**src/rtl/fifo_wr_arbiter_pkg.sv**
```systemverilog
// Shared definitions for the FIFO write-port arbiter
// and its FIFO-side neighbours.
package fifo_wr_arbiter_pkg;

  localparam logic [0:0] ST_IDLE  = 1'b0;
  localparam logic [0:0] ST_GRANT = 1'b1;

  // Bits needed to index n items; never below 1.
  function automatic int clog2_w(input int n);
    int r;
    r = 1;
    for (int i = 1; i < 32; i++) begin
      if ((1 << i) < n) r = i + 1;
    end
    return r;
  endfunction

  // Binary to Gray code for FIFO pointer crossings.
  function automatic logic [31:0] bin2gray(input logic [31:0] b);
    return b ^ (b >> 1);
  endfunction

endpackage

```
**src/rtl/fifo_wr_arbiter_rr_pick.sv**
```systemverilog
// Round-robin picker: first set request at or
// after the start index, wrapping modulo N.
module fifo_wr_arbiter_rr_pick #(
  parameter int N  = 4,
  parameter int GW = 2
) (
  input  logic [N-1:0]  req,
  input  logic [GW-1:0] start,
  output logic          found,
  output logic [GW-1:0] idx
);

  // Scan from farthest offset down so the nearest hit wins.
  always_comb begin
    found = 1'b0;
    idx   = '0;
    for (int i = N - 1; i >= 0; i--) begin
      if (req[(int'(start) + i) % N]) begin
        found = 1'b1;
        idx   = GW'((int'(start) + i) % N);
      end
    end
  end

endmodule

```
**src/rtl/fifo_wr_arbiter.sv**
```systemverilog
// Shares one FIFO write port among NREQ producers,
// round-robin with bounded bursts and full gating.
module fifo_wr_arbiter
  import fifo_wr_arbiter_pkg::*;
#(
  parameter int WIDTH = 8,
  parameter int NREQ  = 4,
  parameter int BURST = 4,
  localparam int GW   = clog2_w(NREQ)
) (
  input  logic                  clk,
  input  logic                  rst_n,
  input  logic [NREQ-1:0]       req_valid,
  input  logic [NREQ*WIDTH-1:0] req_data,
  output logic [NREQ-1:0]       req_ready,
  output logic                  fifo_winc,
  output logic [WIDTH-1:0]      fifo_wdata,
  input  logic                  fifo_wfull,
  output logic [GW-1:0]         grant_id,
  output logic                  busy
);

  localparam int CW = clog2_w(BURST + 1);

  logic [0:0]    state;
  logic [GW-1:0] gnt;
  logic [GW-1:0] rr_ptr;
  logic [CW-1:0] cnt;

  logic          pick_found;
  logic [GW-1:0] pick_idx;
  logic          in_grant;
  logic          vld_g;
  logic          accept;
  logic [GW-1:0] gnt_inc;
  logic [CW-1:0] cnt_inc;
  logic          burst_done;

  fifo_wr_arbiter_rr_pick #(
    .N  (NREQ),
    .GW (GW)
  ) u_rr_pick (
    .req   (req_valid),
    .start (rr_ptr),
    .found (pick_found),
    .idx   (pick_idx)
  );

  assign in_grant   = (state == ST_GRANT);
  assign vld_g      = req_valid[gnt];
  // Full gating: the SRAM write enable is not
  // qualified by full inside the FIFO.
  assign accept     = in_grant & vld_g & ~fifo_wfull;
  assign gnt_inc    = (int'(gnt) == NREQ - 1) ?
                      '0 : gnt + GW'(1);
  assign cnt_inc    = cnt + CW'(1);
  assign burst_done = (cnt_inc == CW'(BURST));

  assign fifo_winc  = accept;
  assign req_ready  = accept ?
                      (NREQ'(1) << gnt) : '0;
  assign fifo_wdata = in_grant ?
                      req_data[int'(gnt)*WIDTH +: WIDTH] :
                      '0;
  assign grant_id   = gnt;
  assign busy       = in_grant;

  // Arbitration FSM; grant holds through any wfull stall.
  always_ff @(posedge clk or negedge rst_n) begin
    if (!rst_n) begin
      state  <= ST_IDLE;
      gnt    <= '0;
      rr_ptr <= '0;
      cnt    <= '0;
    end else begin
      unique case (state)
        ST_IDLE: begin
          if (pick_found) begin
            gnt   <= pick_idx;
            cnt   <= '0;
            state <= ST_GRANT;
          end
        end
        ST_GRANT: begin
          if (!fifo_wfull) begin
            if (vld_g) begin
              cnt <= cnt_inc;
              if (burst_done) begin
                state  <= ST_IDLE;
                rr_ptr <= gnt_inc;
              end
            end else begin
              state  <= ST_IDLE;
              rr_ptr <= gnt_inc;
            end
          end
        end
      endcase
    end
  end

endmodule

```
**config.mk**
```make
export PLATFORM = sky130hd
export DESIGN_NAME = fifo_wr_arbiter
export DESIGN_NICKNAME = d
export VERILOG_FILES = /design/src/rtl/fifo_wr_arbiter_pkg.sv /design/src/rtl/fifo_wr_arbiter_rr_pick.sv /design/src/rtl/fifo_wr_arbiter.sv
export SDC_FILE = /design/constraint.sdc
export NUM_CORES = 1
export LEC_CHECK = 0
export ABC_AREA = 1
export BUFFER_PORTS_ARGS = -buffer_cell sky130_fd_sc_hd__clkbuf_2
export CORE_AREA = 4 4 99 101
export CTS_CLUSTER_DIAMETER = 150
export DETAILED_ROUTE_END_ITERATION = 8
export DIE_AREA = 0 0 103 105
export SETUP_SLACK_MARGIN = 0.15
export SLEW_MARGIN = 5
export SYNTH_ARGS = -nofsm -noshare
export SYNTH_HDL_FRONTEND = slang
export SYNTH_SLANG_ARGS = --single-unit
```
**constraint.sdc**
```tcl
create_clock -name clk -period 2.05 [get_ports clk]
set_input_delay 0 -clock clk [delete_from_list [all_inputs] [get_ports clk]]
set_output_delay 0 -clock clk [all_outputs]
set_load 0.05 [all_outputs]
```
* Word level (Yosys, flattened, before mapping)
Index checks and enable logic that the tools add are counted.
Word-level totals: bits in registers 97, input bits 39, output and inout port bits 46, logic and storage cells 73
Operators by class: $add $sub $neg 5, $lt $le $gt $ge 5, equal/unequal tests 6, shifts and indexed selects 2, muxes and demuxes 36, bitwise operators 8, reduce and logical (&&, ||, !) cells 7
Operators with widths (number):
- 2-to-1 mux 32 bit | 10
- adder 32 x 1 -> 32 bit, second input constant | 2
- adder 32 x 3 -> 32 bit, second input constant | 2
- == test 32 x 3 -> 1 bit, second input constant | 2
- one-hot mux 32 bit (2 select lines) | 1
- adder 32 x 2 -> 32 bit, second input constant | 1
- less-than comparator 32 x 3 -> 1 bit, second input constant | 1
- variable part select 32 x 32 -> 8 bit | 1
- << shifter 1 x 32 -> 4 bit, first input constant | 1
- 2-to-1 mux 1 bit | 17
- less-than comparator 3 x 4 -> 1 bit, second input constant | 4
- binary-select mux 1 bit (select 2 bit) | 5
- 2-to-1 mux 8 bit | 1
- OR reduction 2 bit | 4
- AND 1 bit | 6
- AND reduction 3 bit | 2
- 2-to-1 mux 4 bit | 1
- != test 2 x 1 -> 1 bit, second input constant | 2
- != test 2 bit, second input constant | 2
- NOT 1 bit | 2
- one-hot mux 1 bit (2 select lines) | 1
- AND reduction 2 bit | 1

* Depth between registers and ports, before layout
Gate-level depths: netlist of the first run.
depth in word-level cells 12, mapped depth 16, gate-level depth less buffers 16

* By module
A second synthesis of the first run with hierarchy kept.
Unflattened totals: cells, all modules 990, area, all modules 6692.7 sq um
Modules (own cells, without submodules):
- fifo_wr_arbiter | times used 1, cells an instance 859, area an instance 6008.3 sq um, sequential area each 2427.3 sq um
- fifo_wr_arbiter_rr_pick | times used 1, cells an instance 131, area an instance 684.4 sq um, sequential area each 0.0 sq um

* Worst setup path before layout of the first run
No wires, ideal clock.
kind register -> output, from reg, netlist name grant_id[30], to out fifo_wdata[7], arrival time 2.972 ns, data required time 2.050 ns, path slack -0.922 ns, cell stages (with the launch flop) 5, buffers on the path 1, cells stage by stage dfrtp_1 > nor2_1 > clkbuf_1 > a22oi_1 > a211oi_1
RTL lines:
- end: declaration | RTL line fifo_wr_arbiter.sv:17 | output logic [WIDTH-1:0] fifo_wdata,

* Final worst setup path of the first run
from reg cnt[0], to reg rr_ptr[8]
On the way: cells in the longest elaborated chain, start to end 4
Ends and longest elaborated chain:
- start: declaration | RTL line fifo_wr_arbiter.sv:28 | logic [CW-1:0] cnt;
- start signal: assignment | RTL line fifo_wr_arbiter.sv:87 | cnt <= cnt_inc;
- adder 32 x 1 -> 32 bit | RTL line fifo_wr_arbiter.sv:56 | assign cnt_inc = cnt + CW'(1);
- == test 32 x 3 -> 1 bit | RTL line fifo_wr_arbiter.sv:57 | assign burst_done = (cnt_inc == CW'(BURST));
- != test 2 x 1 -> 1 bit (no source line)
- AND reduction 3 bit (no source line)
- end signal: assignment | RTL line fifo_wr_arbiter.sv:90 | rr_ptr <= gnt_inc;
- end signal: assignment | RTL line fifo_wr_arbiter.sv:94 | rr_ptr <= gnt_inc;
- end: declaration | RTL line fifo_wr_arbiter.sv:27 | logic [GW-1:0] rr_ptr;
No other way between the ends. A chain may end at the register's enable or synchronous reset.

==> impl_metrics.json, run 1 <==
{
  "critPathSlowestCell": "dfrtp_1",
  "dr_wl_met2_mm": 4.97,
  "port_buffers": 84,
  "power_uw": 5810,
  "clk_pin_slew_ns": 0.09,
  "synth.distinct_cells": 31,
  "max_freq_mhz": 464,
  "tightest_slew_ns": 0.882,
  "grt_max_degree": 35,
  "vias_per_cell": 4.89,
  "yosys.area_share.simple": 0.413,
  "finalCritPeriodShare": 1.05,
  "hp-class": "in -> reg",
  "n_antenna_cell": 0,
  "synth_compound_area_frac": 0.122,
  "setup_violations": 5,
  "ant_nets": 0,
  "crit_type": "reg -> reg",
  "cts_max_level": 2,
  "fin_worst_skew_ns": 0.0106,
  "yosysWarnings": 0,
  "routed_wirelength_mm": 10.2,
  "synth_top_family_by_area": "simple AND/OR/NAND/NOR gates",
  "critPathMaxStageDelay_ns": 0.40,
  "synth_area_leaders": "dfrtp_1 29%, nand2_1 21%, buf_4 6.4%",
  "dr_wl_met3_um": 474,
  "wl_per_cell_um": 13.1,
  "die-area_um2": 10800,
  "synth-seq-area-share": 0.292,
  "start_kind": "register",
  "drv_cap": 0,
  "top_layer": "met4",
  "synthCells": 556,
  "synth_top_area_cell": "dfrtp_1",
  "fin_ws_ns": -0.104,
  "path_common_cell": "nand2_1",
  "ys_ff_latch": 41,
  "endpoint_kind": "register",
  "synth_area_um2": 3510,
  "numCtsBuffers": 5,
  "grt_pass1_wl_mm": 17.1,
  "crit_chain": "ha_4, nand2_4, nor2_4, buf_4, nand3_2, o21ai_0, nand2_1, nor2_1, nand2_1, nor2_2, nand3_2, nand2_4, nand2_4, nand2_1, nand2_1",
  "layout_common_cells": "193 x nand2_1, 75 x clkbuf_2, 53 x buf_4, 52 x inv_1, 46 x nor2_1",
  "die_x_um": 103,
  "period_needed_ns": 2.15,
  "synth.top_cell.area_share": 0.292,
  "nets": 711,
  "drtIter0Drc": 129,
  "worst_ep_required_time_ns": 2.25,
  "overflow": 0,
  "insertion_delay_ns": 0.30,
  "synth_mux_area_frac": 0,
  "pwr_density_cell_nw_per_um2": 1200,
  "cp_max_fo": 7,
  "rows": 35,
  "hpwl_mm": 7.61,
  "cts.sinks": 41,
  "critPathBufInv": 1,
  "drt-met1-wl_mm": 4.62,
  "synth_xor_area_frac": 0.00748,
  "rsz0062_at_grt": "yes",
  "syn_avg_cell_area_um2": 6.32,
  "drive_gt1_frac": 0.347,
  "cts_root_buffer": "clkbuf_8",
  "crit_arrival_ns": 2.35,
  "syn_to_final_growth_pct": 37.7,
  "clk_path_buf_depth": 2,
  "slew_headroom": 0.412,
  "drc": 0,
  "critPathTopFamily": "simple AND/OR/NAND/NOR gates",
  "groute.usage.overall": 0.191,
  "dieHeight_um": 105,
  "fin_tns_setup_ns": -0.480,
  "finalMaxSlewViolations": 0,
  "layout_commonest_cell": "nand2_1",
  "synth_fa_ha_area_frac": 0.0285,
  "p_leak_uw": 0.00233,
  "num_vias": 3795,
  "status": "finished, violations left",
  "ir_drop_mv": 1.14,
  "cts_tree": "done",
  "violations": "setup timing",
  "antenna_found_initial": 0,
  "start_util": 0.389,
  "design.core.area_um2": 9020,
  "grt_pass1_vias": 3831,
  "reg2reg_slack_ns": -0.10,
  "gp_congestion": 0.881,
  "ios": 85,
  "first_pass_iters": 4,
  "hold_violations": 0,
  "syn_nets": 603
}
-- worst min-delay path, delay by kind of cell --
kind                   cells  cell delay, ns
and+or+nand+nor            3            0.20
buffers and inverters      1            0.11
-- stage by stage --
stage / utilization / instance area, um^2 / hold slack, ns / setup WS [ns] / std cells
6_report: 0.536 / 4840 / 0.0313 / -0.104 / 776
5_1_grt: 0.536 / 4840 / 0.0615 / -0.241 / 776
4_1_cts: 0.509 / 4590 / 0.0294 / -0.0743 / 769
3_5_place_dp: 0.480 / 4330 / 0.169 / -0.201 / 750
3_3_place_gp: 0.480 / 4330 / 0.154 / -0.177 / 750
2_1_floorplan: - / 3720 / -0.296 / 0.0849 / 556
-- cells in the mapped netlist, drive strengths merged --
master,number
a221oi,15
a21oi,7
inv,56
a22oi,1
nand2,210
a31oi,2
and2,1
nor3,13
clkbuf,8
dfrtp,41
a211oi,1
nand3,39
nand4,3
nor2,70
o21ai,41
o22ai,1
buf,33
o311ai,1
xor2,3
ha,8
a21boi,2
-- kinds of logic (layout without fill, tap and decap cells) --
group	count (synthesis)	in the layout
compound gates	71	71
xor+xnor	3	3
fa+ha+maj	8	8
buf+inv	97	206
flops	41	41
simple gates	336	336
-- per-layer routing --
metal  up-vias  track usage
li1       1973            -
met1      1711        0.250
met2        94        0.322
met3        17       0.0340
met4         0       0.0472
met5         -            0
-- final timing paths --
kind,to,start,depth (start not counted)
worst min register to register,rr_ptr[9]$_DFFE_PN0P_,rr_ptr[9]$_DFFE_PN0P_,2
worst max-delay path,rr_ptr[8]$_DFFE_PN0P_,cnt[0]$_DFFE_PN0P_,15
worst max register to register,rr_ptr[8]$_DFFE_PN0P_,cnt[0]$_DFFE_PN0P_,15
max in group asynchronous,cnt[28]$_DFFE_PN0P_,rst_n,3
worst min-delay path,rr_ptr[7]$_DFFE_PN0P_,fifo_wfull,4
min in group asynchronous,cnt[9]$_DFFE_PN0P_,rst_n,2
-- power by group --
group / switching, uW / total (uW) / leakage [uW] / internal, uW
clock: 304 / 788 / 0.0000681 / 484
combinational: 2740 / 4000 / 0.00171 / 1260
sequential: 121 / 1030 / 0.000555 / 906
total: 3160 / 5810 / 0.00233 / 2650
-- layout make-up --
class,count,area [um^2]
inverter,56,213
clock inverter,3,65.1
multi-input combinational,418,2380
sequential,41,1030
clock buffer,5,68.8
fill,864,4190
timing repair buffer,142,935
tap,111,139
-- flip-flops by register name (all words and copies together) (netlist names) --
signal and flops:
rr_ptr 5, grant_id 3, cnt 32, busy 1
-- timing repair --
action,CTS,global route
pin swaps,12,14
endpoints found under the setup margin,40,54
hold buffers,1,0
resized for setup,9,47
buffers inserted,10,7
hold endpoints to repair,33,0
No activity file was read; power rests on OpenSTA's default activity.
==> run 2, diff against run 1 <==
--- a/config.mk
+++ b/config.mk
@@ -7,10 +7,13 @@
 export LEC_CHECK = 0
 export ABC_AREA = 1
 export BUFFER_PORTS_ARGS = -buffer_cell sky130_fd_sc_hd__clkbuf_2
-export CORE_AREA = 4 4 99 101
+export CELL_PAD_IN_SITES_DETAIL_PLACEMENT = 0
+export CELL_PAD_IN_SITES_GLOBAL_PLACEMENT = 1
+export CORE_AREA = 4 4 107 109
 export CTS_CLUSTER_DIAMETER = 150
 export DETAILED_ROUTE_END_ITERATION = 8
-export DIE_AREA = 0 0 103 105
+export DIE_AREA = 0 0 111 113
+export PLACE_DENSITY_LB_ADDON = 0.1
 export SETUP_SLACK_MARGIN = 0.15
 export SLEW_MARGIN = 5
 export SYNTH_ARGS = -nofsm -noshare
==> impl_metrics.json, run 2 (synthesis results as in run 1) <==
{
  "status": "finished, violations left",
  "violations": "setup timing",
  "finalCritPeriodShare": 1.03,
  "utilization": 0.464,
  "die-area_um2": 12500,
  "clk_path_buf_depth": 2,
  "slew_headroom": 0.450,
  "drc": 0,
  "startpoint": "cnt[0]$_DFFE_PN0P_",
  "numCtsBuffers": 5,
  "drtIter0Drc": 169,
  "gp_congestion": 0.810,
  "wl_per_cell_um": 14.0,
  "max_freq_mhz": 473,
  "rr_endpoint": "rr_ptr[9]$_DFFE_PN0P_",
  "reg2reg_slack_ns": -0.07,
  "rr_worst_depth": 16,
  "clk_pin_slew_ns": 0.08,
  "largest_register_ffs": 32,
  "nets": 713,
  "design.core.area_um2": 10600,
  "overflow": 0,
  "hpwl_mm": 8.69,
  "grt_pass1_wl_mm": 17.9,
  "seq_area_um2": 1030,
  "p_leak_uw": 0.00233,
  "port_buffers": 84,
  "whs_path_depth": 4,
  "routed_wirelength_mm": 11.3,
  "endpoint_kind": "register",
  "ios": 85,
  "layout_commonest_cell": "nand2_1",
  "die_x_um": 111,
  "start_kind": "register",
  "cts_tree": "done",
  "cp_max_fo": 7,
  "fin_worst_skew_ns": 0.0115,
  "cts_root_buffer": "clkbuf_8",
  "crit_type": "reg -> reg",
  "grt_pass1_vias": 3785,
  "rows": 38,
  "fin_ws_ns": -0.0655,
  "ant_nets": 0,
  "insertion_delay_ns": 0.30,
  "num_vias": 3843,
  "n_fill_cell": 1143,
  "first_pass_iters": 4,
  "ir_drop_mv": 1.17,
  "rr_startpoint": "cnt[0]$_DFFE_PN0P_",
  "drive_gt1_frac": 0.383,
  "start_util": 0.331,
  "top_register": "cnt",
  "groute.usage.overall": 0.174,
  "rsz0062_at_grt": "yes",
  "cts_max_level": 2,
  "drv_cap": 0,
  "min_from": "fifo_wfull",
  "hold_violations": 0,
  "finalMaxSlewViolations": 0,
  "worst_ep_required_time_ns": 2.23,
  "multi_input_area_um2": 2420,
  "syn_to_final_growth_pct": 40.0,
  "dieHeight_um": 113,
  "n_antenna_cell": 0,
  "antenna_found_initial": 0,
  "hold_end": "rr_ptr[8]$_DFFE_PN0P_",
  "crit_arrival_ns": 2.30,
  "hp-class": "in -> reg",
  "pwr_density_cell_nw_per_um2": 1180,
  "dp_slack_ns": -0.0723,
  "cts.sinks": 41,
  "tightest_slew_ns": 0.825,
  "period_needed_ns": 2.12,
  "vias_per_cell": 4.77,
  "grt_max_degree": 34,
  "fin_tns_setup_ns": -0.365,
  "setup_violations": 6,
  "layout_common_cells": "194 x nand2_1, 78 x clkbuf_2, 51 x buf_4, 50 x inv_1, 45 x nor2_1"
}
run 2: changes by cell type in the layout (fill, tap and decap cells not counted), sizes merged:
cell	delta
buf	+3
clkinv	-1
clkbuf	+1
bufinv	-2
run 2: cell type report:
cell class,instances,area share
clock buffers,7,0.0176
inverters,56,0.0433
multi-input cells,418,0.493
flip-flops and latches,41,0.210
well taps,140,0.0356
repair buffers,144,0.200
run 2: metal layers:
layer / up-vias / GRT usage / wire (um)
met4: 0 / 0.0369 / 120
met1: 1751 / 0.222 / 5040
li1: 1969 / - / -
met5: - / 0 / 0
met2: 115 / 0.314 / 5540
met3: 8 / 0.0267 / 595
run 2: critical path, stage by stage (launching register included):
cell     delay, ns
dfrtp_1       0.36
ha_2          0.20
nand2_2       0.07
nor2_4        0.21
nand2_4       0.11
nor2_4        0.14
nand2_1       0.06
nand2_1       0.05
nand2_1       0.06
nor2_1        0.15
nand2_2       0.09
nor2_2        0.09
nand3_2       0.10
nand2_4       0.11
nand2_4       0.07
nand2_1       0.06
nand2_1       0.05
run 2: metrics by stage:
step / power, uW / cells / area (um^2) / hold WS (ns)
6_report: 5820 / 806 / 4920 / 0.0400
2_1_floorplan: 3920 / 556 / 3720 / -0.296
3_5_place_dp: 4790 / 786 / 4420 / 0.120
3_3_place_gp: 4770 / 786 / 4420 / 0.124
5_1_grt: 6190 / 806 / 4920 / 0.0701
4_1_cts: 5510 / 796 / 4600 / 0.0279
run 2: worst max path at each step:
stage	to	slack (ns)	cells past startpoint
2_1_floorplan	rr_ptr[1]$_DFFE_PN0P_	0.08	16
3_3_place_gp	rr_ptr[7]$_DFFE_PN0P_	-0.07	15
3_5_place_dp	rr_ptr[0]$_DFFE_PN0P_	-0.07	16
4_1_cts	rr_ptr[9]$_DFFE_PN0P_	-0.09	16
5_1_grt	rr_ptr[9]$_DFFE_PN0P_	-0.26	16
6_report	rr_ptr[9]$_DFFE_PN0P_	-0.07	16
run 2: timing repair:
item                                    CTS  global route
buffers inserted                          2            10
endpoints found under the setup margin   45            52
hold endpoints to repair                 27             0
hold buffers                              1             0
pin swaps                                 1             3
gates resized for setup                  16            96
run 2: where the power goes:
| part | switching, uW | internal (uW) | total (uW) |
|---|---|---|---|
| Sequential | 116 | 910 | 1030 |
| Clock | 294 | 268 | 562 |
| Combinational | 2870 | 1360 | 4230 |
==> run 3, diff against run 2 <==
--- a/config.mk
+++ b/config.mk
@@ -9,10 +9,10 @@
 export BUFFER_PORTS_ARGS = -buffer_cell sky130_fd_sc_hd__clkbuf_2
 export CELL_PAD_IN_SITES_DETAIL_PLACEMENT = 0
 export CELL_PAD_IN_SITES_GLOBAL_PLACEMENT = 1
-export CORE_AREA = 4 4 107 109
+export CORE_AREA = 2 2 105 107
 export CTS_CLUSTER_DIAMETER = 150
 export DETAILED_ROUTE_END_ITERATION = 8
-export DIE_AREA = 0 0 111 113
+export DIE_AREA = 0 0 107 109
 export PLACE_DENSITY_LB_ADDON = 0.1
 export SETUP_SLACK_MARGIN = 0.15
 export SLEW_MARGIN = 5
==> impl_metrics.json, run 3 (synthesis results as in run 1) <==
{
  "period_needed_ns": 2.24,
  "start_util": 0.331,
  "placed_area_um2": 4470,
  "gp_congestion": 0.840,
  "fin_worst_skew_ns": 0.00923,
  "critPathMaxStageDelay_ns": 0.41,
  "crit_type": "reg -> reg",
  "ant_nets": 0,
  "drv_cap": 0,
  "path_common_cell": "nand2_1",
  "grt_pass1_vias": 3761,
  "overflow": 0,
  "startpoint": "cnt[1]$_DFFE_PN0P_",
  "cts.sinks": 41,
  "drc": 0,
  "cts_root_buffer": "clkbuf_8",
  "nets": 718,
  "ios": 85,
  "drtIter0Drc": 144,
  "fin_cells": 812,
  "crit_chain": "ha_4, nand2_2, nor2_4, nand2_2, nor2_4, nand2_1, nand2_1, nand2_1, nor2_2, nand2_1, nor2_2, nand3_2, nand2_4, nand2_4, nand2_1, nand2_1",
  "design.core.area_um2": 10600,
  "numCtsBuffers": 5,
  "fin_ws_ns": -0.186,
  "wl_per_cell_um": 13.8,
  "utilization": 0.458,
  "clk_pin_slew_ns": 0.08,
  "insertion_delay_ns": 0.31,
  "antenna_found_initial": 0,
  "num_vias": 3876,
  "p_seq_frac": 0.189,
  "n_antenna_cell": 0,
  "slew_headroom": 0.598,
  "tightest_slew_ns": 0.603,
  "fin_tns_setup_ns": -1.08,
  "critPathSlowestCell": "dfrtp_1",
  "power_uw": 5560,
  "dp.cells": 794,
  "port_buffers": 84,
  "finalCritPeriodShare": 1.09,
  "dieHeight_um": 109,
  "start_kind": "register",
  "hpwl_mm": 8.52,
  "rsz0062_at_grt": "yes",
  "die-area_um2": 11700,
  "combPwrFrac": 0.712,
  "p_int_uw": 2390,
  "worst_ep_required_time_ns": 2.25,
  "rr_worst_depth": 16,
  "min_from": "fifo_wfull",
  "first_pass_iters": 4,
  "grt_max_degree": 30,
  "vias_per_cell": 4.77,
  "status": "finished, violations left",
  "multi_input_area_um2": 2340,
  "cp_max_fo": 7,
  "seq_area_um2": 1030,
  "layout_commonest_cell": "nand2_1",
  "groute.usage.overall": 0.200,
  "violations": "setup timing",
  "pwr_density_cell_nw_per_um2": 1140,
  "syn_to_final_growth_pct": 38.3,
  "clk_path_buf_depth": 2,
  "rows": 38,
  "p_sw_uw": 3170,
  "crit_arrival_ns": 2.43,
  "largest_register_ffs": 32,
  "hold_violations": 0,
  "top_register": "cnt",
  "whs_path_depth": 4,
  "ir_drop_mv": 0.993,
  "p_clk_frac": 0.098,
  "layout_common_cells": "192 x nand2_1, 78 x clkbuf_2, 59 x buf_4, 50 x inv_1, 45 x nor2_1",
  "routed_wirelength_mm": 11.2,
  "cts_tree": "done",
  "switching_share": 0.570,
  "fin_area_um2": 4860,
  "cts_max_level": 2,
  "p_leak_uw": 0.00232,
  "finalMaxSlewViolations": 0,
  "hp-class": "in -> reg",
  "endpoint_kind": "register",
  "drive_gt1_frac": 0.356,
  "rr_startpoint": "cnt[1]$_DFFE_PN0P_",
  "die_x_um": 107,
  "grt_pass1_wl_mm": 18.3,
  "max_freq_mhz": 447,
  "setup_violations": 6,
  "n_fill_cell": 1149
}
[run 3: power groups by stage]
stage / registers, uW / logic [uW] / clock network (uW)
after CTS: 1040 / 3810 / 574
after detailed placement: 1060 / 3670 / 0
after floorplan: 1150 / 2770 / 0
final: 1050 / 3960 / 547
after global placement: 1060 / 3650 / 0
after global routing: 1070 / 4280 / 599
[run 3: worst paths after layout]
check | end | slack (ns)
worst max register to register | rr_ptr[8]$_DFFE_PN0P_ | -0.19
worst min-delay path | rr_ptr[7]$_DFFE_PN0P_ | 0.03
min in group asynchronous | cnt[4]$_DFFE_PN0P_ | 0.22
worst max-delay path | rr_ptr[8]$_DFFE_PN0P_ | -0.19
worst min register to register | rr_ptr[8]$_DFFE_PN0P_ | 0.51
max in group asynchronous | grant_id[1]$_DFFE_PN0P_ | 1.08
[run 3: timing repair]
action | CTS | global route
hold endpoints to repair | 20 | 0
buffers inserted | 4 | 4
pin swaps | 2 | 20
cloned | 1 | 0
endpoints found under the setup margin | 43 | 52
gates resized for setup | 19 | 30
hold buffers | 1 | 0
[run 3: worst max-delay path, delay by kind of cell, from the launching register on]
family	cells	cell delay [ns]
flops	1	0.41
simple gates	15	1.55
fa+ha+maj	1	0.16
[run 3: cell type report]
type / instances / area share
multi-input cells: 418 / 0.482
inverters: 56 / 0.0438
flip-flops and latches: 41 / 0.212
clock inverters: 2 / 0.00206
repair buffers: 149 / 0.209
clock buffers: 6 / 0.0149
well taps: 140 / 0.0361
[run 3: through the flow]
stage / hold WS [ns] / setup slack [ns]
floorplan: -0.296 / 0.0849
global placement: 0.0317 / -0.258
detailed placement: 0.0415 / -0.234
CTS: 0.0267 / -0.118
global route: 0.0490 / -0.305
finish: 0.0320 / -0.186
[run 3: metal layers]
layer | track usage | vias up | wire length (um)
met4 | 0.0612 | 0 | 199
met1 | 0.254 | 1747 | 5020
li1 | - | 2000 | -
met2 | 0.351 | 114 | 5370
met5 | 0 | - | 0
met3 | 0.0311 | 15 | 627
